`config.mk`:
```
export PLATFORM = sky130hd
export DESIGN_NAME = seq_pattern_detector
export DESIGN_NICKNAME = d
export VERILOG_FILES = /design/src/rtl/seq_det_pkg.sv /design/src/rtl/seq_match_counter.sv /design/src/rtl/seq_pattern_detector.sv
export SDC_FILE = /design/constraint.sdc
export NUM_CORES = 1
export LEC_CHECK = 0
export ABC_CLOCK_PERIOD_IN_PS = 2240
export BUFFER_PORTS_ARGS = -buffer_cell sky130_fd_sc_hd__buf_4
export CORE_AREA = 8 8 64 66
export CTS_BUF_LIST = sky130_fd_sc_hd__clkbuf_16
export CTS_CLUSTER_SIZE = 40
export DETAILED_ROUTE_END_ITERATION = 12
export DIE_AREA = 0 0 72 74
export GPL_TIMING_DRIVEN = 0
export PLACE_DENSITY = 0.66
export SLEW_MARGIN = 30
export SYNTH_ARGS = -nofsm -noshare
export SYNTH_HDL_FRONTEND = slang
export SYNTH_SLANG_ARGS = --single-unit
export TNS_END_PERCENT = 100
```
`constraint.sdc`:
```
create_clock -name clk -period 2.24 [get_ports clk]
set_input_delay 0.336 -clock clk [delete_from_list [all_inputs] [get_ports clk]]
set_output_delay 0.336 -clock clk [all_outputs]
set_load 0.01 [all_outputs]
```
`src/rtl/seq_det_pkg.sv`:
```
// Shared types and helpers for the serial pattern detector.
package seq_det_pkg;

  typedef enum logic {MODE_NONOVL, MODE_OVL} seq_mode_t;

  // Fill counter must represent 0..pat_w inclusive.
  function automatic int unsigned fill_cnt_w(input int unsigned pat_w);
    return $clog2(pat_w + 1);
  endfunction

endpackage

```
`src/rtl/seq_match_counter.sv`:
```
// Saturating match counter; clear has priority over increment.
module seq_match_counter #(
  parameter int unsigned CNT_W = 16
) (
  input  logic             clk,
  input  logic             rst,
  input  logic             inc,
  input  logic             clr,
  output logic [CNT_W-1:0] count
);

  localparam logic [CNT_W-1:0] CntMax = '1;

  logic [CNT_W-1:0] r_count;
  logic [CNT_W-1:0] w_count_nxt;

  always_comb begin
    w_count_nxt = r_count;
    if (clr) begin
      w_count_nxt = '0;
    end else if (inc && (r_count != CntMax)) begin
      w_count_nxt = r_count + CNT_W'(1);
    end
  end

  always_ff @(posedge clk) begin
    if (rst) begin
      r_count <= '0;
    end else begin
      r_count <= w_count_nxt;
    end
  end

  assign count = r_count;

endmodule

```
`src/rtl/seq_pattern_detector.sv`:
```
// Programmable serial pattern detector with don't-care mask, overlap mode,
// valid-qualified input and a saturating match counter.
module seq_pattern_detector
  import seq_det_pkg::*;
#(
  parameter int unsigned      PAT_W       = 3,
  parameter int unsigned      CNT_W       = 16,
  parameter logic [PAT_W-1:0] DEF_PATTERN = 3'b110
) (
  input  logic             clk,
  input  logic             rst,
  input  logic             in_valid,
  input  logic             seq_in,
  input  logic             cfg_load,
  input  logic [PAT_W-1:0] cfg_pattern,
  input  logic [PAT_W-1:0] cfg_mask,
  input  logic             cfg_overlap,
  input  logic             cnt_clr,
  output logic             detect,
  output logic [CNT_W-1:0] match_count,
  output logic             window_full
);

  localparam int unsigned FILL_W = fill_cnt_w(PAT_W);
  localparam logic [FILL_W-1:0] FillFull = FILL_W'(PAT_W);

  logic [PAT_W-1:0]  r_pattern, w_pattern_nxt;
  logic [PAT_W-1:0]  r_mask, w_mask_nxt;
  seq_mode_t         r_mode, w_mode_nxt;
  logic [PAT_W-1:0]  r_hist, w_hist_nxt;
  logic [FILL_W-1:0] r_fill, w_fill_nxt;
  logic              r_detect;

  logic              w_accept;
  logic              w_full;
  logic [PAT_W-1:0]  w_nhist;
  logic [FILL_W-1:0] w_nfill;
  logic              w_match;

  always_comb begin
    w_accept = in_valid & ~cfg_load;
    w_full   = (r_fill == FillFull);
    w_nhist  = {r_hist[PAT_W-2:0], seq_in};
    w_nfill  = w_full ? r_fill : r_fill + FILL_W'(1);
    w_match  = w_accept && (w_nfill == FillFull) && (((w_nhist ^ r_pattern) & r_mask) == '0);
  end

  always_comb begin
    w_pattern_nxt = r_pattern;
    w_mask_nxt    = r_mask;
    w_mode_nxt    = r_mode;
    w_hist_nxt    = r_hist;
    w_fill_nxt    = r_fill;
    if (cfg_load) begin
      // Load wins over a coincident input bit and flushes the window.
      w_pattern_nxt = cfg_pattern;
      w_mask_nxt    = cfg_mask;
      w_mode_nxt    = cfg_overlap ? MODE_OVL : MODE_NONOVL;
      w_hist_nxt    = '0;
      w_fill_nxt    = '0;
    end else if (w_accept) begin
      w_hist_nxt = w_nhist;
      w_fill_nxt = (w_match && (r_mode == MODE_NONOVL)) ? '0 : w_nfill;
    end
  end

  always_ff @(posedge clk) begin
    if (rst) begin
      r_pattern <= DEF_PATTERN;
      r_mask    <= '1;
      r_mode    <= MODE_OVL;
      r_hist    <= '0;
      r_fill    <= '0;
      r_detect  <= 1'b0;
    end else begin
      r_pattern <= w_pattern_nxt;
      r_mask    <= w_mask_nxt;
      r_mode    <= w_mode_nxt;
      r_hist    <= w_hist_nxt;
      r_fill    <= w_fill_nxt;
      r_detect  <= w_match;
    end
  end

  seq_match_counter #(
    .CNT_W (CNT_W)
  ) u_match_counter (
    .clk   (clk),
    .rst   (rst),
    .inc   (w_match),
    .clr   (cnt_clr),
    .count (match_count)
  );

  assign detect      = r_detect;
  assign window_full = w_full;

endmodule
```
# Word level (Yosys, flattened, before mapping)

Cells that the tools add are included.

Bitwise logic cells: 5
Add/sub/neg operators: 2
Muxes and demuxes: 3
Eq/ne operators: 3
Reductions and logical operators: 7

Operators by type and width:

| cell                                                             | count |
|---|---|
| 16-bit by 1-bit adder with 16-bit output (second input constant) | 1 |
| 16-bit != test (second input constant)                           | 1 |
| 2-bit == test (second input constant)                            | 2 |
| 1-bit logical AND                                                | 4 |
| 2-bit 2-to-1 mux                                                 | 2 |
| 2-bit OR reduction                                               | 2 |
| 3-bit bitwise AND                                                | 1 |
| 3-bit zero test                                                  | 1 |
| 3-bit bitwise XOR                                                | 1 |
| 2-bit by 1-bit adder with 2-bit output (second input constant)   | 1 |
| 1-bit NOT                                                        | 2 |
| 1-bit bitwise AND                                                | 1 |
| 1-bit 2-to-1 mux                                                 | 1 |

Register bits: 28
Output and inout port bits: 18
Logic and storage cells: 27
Bits of input ports: 13

# Longest topological paths before layout

Word-level depth: 7
Depth in mapped cells: 7

# Cells and area by module

A second synthesis with hierarchy kept.

Cells, all modules: 150
Area total of the unflattened synthesis: 1433.9 um^2

Modules (own cells, without submodules):

| module               | instances | seq. area each (um^2) | cells an instance | area each (um^2) |
|---|---|---|---|---|
| seq_match_counter    | 1         | 320.3                 | 102               | 917.1 |
| seq_pattern_detector | 1         | 240.2                 | 48                | 516.7 |

# Least setup slack after synthesis

OpenSTA, ideal clock, no wires.

Kind: register to register
Start point: reg u_match_counter.r_count[4] (netlist: u_match_counter.count[4])
End point: reg u_match_counter.r_count[14] (netlist: u_match_counter.count[14])
Setup slack: 0.572 ns
Data required time: 2.125 ns
Clock period less this slack: 1.668 ns
Data arrival time: 1.553 ns
Stages on the path, launching flop included: 6
Cells stage by stage: dfxtp_1 and4_4 and2_4 nand4_1 or4_1 and3_1

Longest elaborated chain between the ends: 2
Elaborated cells between the ends (all ways): 3
Those cells by class: 1 x add/sub; 1 x eq/ne; 1 x reduce/logical

RTL lines:

| element                                                                                          | RTL line                | RTL |
|---|---|---|
| start, declared                                                                                  | seq_match_counter.sv:14 | `logic [CNT_W-1:0] r_count;` |
| start signal, assigned                                                                           | seq_match_counter.sv:30 | `r_count <= w_count_nxt;` |
| parallel branches: the longest is 2 deep, another holds 16-bit by 1-bit adder with 16-bit output | --                      |  |

Parallel ways; which one is timed is not known.
A chain may end at the register's enable or synchronous reset.

# Final worst setup path

Start point: reg u_match_counter.r_count[0] (netlist: u_match_counter.count[0])
End point: reg u_match_counter.r_count[0] (netlist: u_match_counter.count[0])

Same word-level chain as after synthesis.

==> impl_metrics.tcl <==
set metrics [dict create \
    relSlewSlack_pct 67.7 \
    grt_util_met3_pct 3.50 \
    cap_violations 0 \
    wl_per_cell_microns 13.8 \
    fp.coreArea_sq_um 3180 \
    drt-total-wl_microns 3070 \
    die_x_microns 72 \
    switchingPower_mw 0.200 \
    p_clk_share_pct 40.3 \
    ys_ff_latch 28 \
    ir_drop_mv 0.236 \
    worst_slew_pin_slew_ps 484 \
    use_met2_pct 22.8 \
    first_pass_iters 4 \
    post-dp-hpwl_microns 2380 \
    drt_first_iter_violations 38 \
    synth_edf_count 0 \
    r2r_start "u_match_counter.count[0]" \
    num_vias 1194 \
    ant_nets 0 \
    async_reset_ff_share_pct 0 \
    ys_warn_count 0 \
    hp-class "in -> reg" \
    die_area_sq_um 5330 \
    whs_path_depth 2 \
    ys_top_cells_by_count "dfxtp_1, a21oi_1, o21ai_0" \
    grt-busiest-layer "met2" \
    initial_core_util_pct 41.4 \
    ff2ff_setup_slack_ps 460 \
    cts_hold_buf 0 \
    cts_buffers 3 \
    synthToLayoutAreaGrowth_pct 27.2 \
    clock_skew_ps 2.52 \
    synthFlopType "dfxtp_1" \
    antenna_found_initial 0 \
    grtUsageMet1_pct 12.2 \
    yosysMostFrequentCell "dfxtp_1" \
    hp-start "cfg_overlap" \
    synth.avg_cell_area_sq_um 9.14 \
    synth_cells 144 \
    drive_above_1_share_pct 24.3 \
    synth_nets 158 \
    critPathLaunchType "flop" \
    fmax_mhz 561 \
    clkTransAtPathRegs_ps 60 \
    grt_pass1_wl_microns 5210 \
    rsz0062_at_grt "no" \
    setup_viol 0 \
    synthTopCellsByArea "dfxtp_1, a21oi_1, o21ai_0" \
    outcome "complete, no violations" \
    synth_top_area_share_pct 42.6 \
    antenna_cells 0 \
    drc 0 \
    stdcell_area_sq_um 1670 \
    rows 21 \
    ios 31 \
    fin_util_pct 52.7 \
    hold_violations 0 \
    post_cts_resized 0 \
    vias_per_cell 5.35 \
    die_y_microns 74 \
    grt_remaining_overflow 0 \
    powerDensity_nw_per_um2 585 \
    swShare_pct 20.4 \
    placed_cell_area_sq_um 1600 \
    cp.arrival_ps 1920 \
    combPwrFrac_pct 7.1 \
    tns_ps 0 \
    clockBufferDepth 2 \
    grt_usage_pct 12.2 \
    period_minus_slack_ps 1780 \
    power.internal_mw 0.780 \
    leakagePower_nw 0.634 \
    critPathRequiredTime_ps 2370 \
    grt_pass1_vias 1182 \
    grt_max_degree 15 \
    min_to "r_mode" \
    syn_area_sq_um 1320 \
    cts_root_buf "clkbuf_16" \
    htreeDepth 1 \
    gp_congestion 0.739 \
    final_max_slew_viol_count 0 \
    fin_crit_sh_pct 79.6 \
    critPathKind "reg -> reg" \
    n_fill_cell 297 \
    synth_seq_area_share_pct 42.6 \
    clkLatencyLatePin_ps 260 \
    rr_endpoint "u_match_counter.count[0]" \
    nNetsFinal 193 \
    cp-end-kind "flop" \
    synth_cell_types 36 \
    synth_area_leader_cell "dfxtp_1" \
    cts_setup_buffers 0 \
    cts.sinks 28 \
    r2r_cells 7 \
    crit_fanout 10 \
    seqPwrFrac_pct 52.7 \
    portBuffers 30 \
    cts_tree "yes" \
]
## per-layer routing
metal,share of wire (%),up-vias
li1,-,606
met1,45,555
met2,49,29
met3,4.7,4
met4,1.4,0
met5,0,-
## kinds of logic (layout without fill, tap and decap cells)
kind of cell	Yosys count	in the layout	share of synthesized area, %
flops	28	28	42.6
fa+ha+maj	1	1	0.950
buf+inv	10	43	2.95
simple gates	59	59	28.4
mux	3	3	2.28
xor+xnor	4	4	2.66
compound gates	39	39	20.2
## worst max-delay path, cell delays in order, from the launching register on
cell	delay (ps)
dfxtp_1	400
ha_1	190
and3_1	250
nand4_1	100
nand3_1	240
buf_2	260
xor2_1	170
nor2_1	50
## metrics by stage
stage               instances  power, mW  hold slack [ps]  setup slack [ps]
floorplan                 144      0.567              454               572
global placement          220      0.595              497               474
detailed placement        220      0.599              507               441
CTS                       223      0.997              279               430
global route              223       1.02              282               247
finish                    223      0.980              282               456
## cell type report
type	count	area [sq um]	share of cell area, %
inverter	3	11.3	0.673
tap	46	57.6	3.44
sequential	28	561	33.5
clock buffer	3	75.1	4.48
timing repair buffer	30	225	13.5
buffer	7	27.5	1.64
multi-input combinational	106	717	42.8
## power by group through the flow
stage / registers (mW) / logic [mW] / clock network, mW
final: 0.516 / 0.0694 / 0.395
after global routing: 0.517 / 0.0772 / 0.422
after CTS: 0.516 / 0.0711 / 0.409
after detailed placement: 0.528 / 0.0708 / 0
after global placement: 0.527 / 0.0681 / 0
after floorplan: 0.526 / 0.0408 / 0
## worst max-delay path by stage
stage	startpoint	to	slack [ps]
after detailed placement	seq_in	u_match_counter.count[5]	440
after CTS	u_match_counter.count[0]	u_match_counter.count[5]	430
after global routing	u_match_counter.count[0]	u_match_counter.count[5]	250
after global placement	u_match_counter.count[0]	u_match_counter.count[0]	470
final	u_match_counter.count[0]	u_match_counter.count[0]	460
after floorplan	u_match_counter.count[4]	u_match_counter.count[14]	570
## state kept, by name, summed over array words and instances (netlist names)
signal                 count
r_hist                     2
r_pattern                  3
r_fill                     2
r_mask                     3
detect                     1
u_match_counter.count     16
r_mode                     1
## placed cells by master, fill, tap and decap left out, types with 2 or more instances in the layout
cell type  synthesis  routed
mux2i_1            3       3
inv_1              3       3
and4_1             3       3
or2_2              2       2
a21oi_1           12      12
nand2_1            6       6
o21ai_0           11      11
or3_1              7       7
xor2_1             4       4
and3_1             3       3
buf_1              2       2
a211o_1            6       6
clkbuf_1           4       4
dfxtp_1           28      28
clkbuf_16          0       3
nand4_1            4       4
nor2b_1            6       6
or4_1              4       4
nand3_1            7       7
nor2_1             7       7
buf_4              0      30
o211ai_1           2       2
nor3_1             2       2
o31ai_1            4       4
Note: power is estimated with default switching activity, not from simulation.
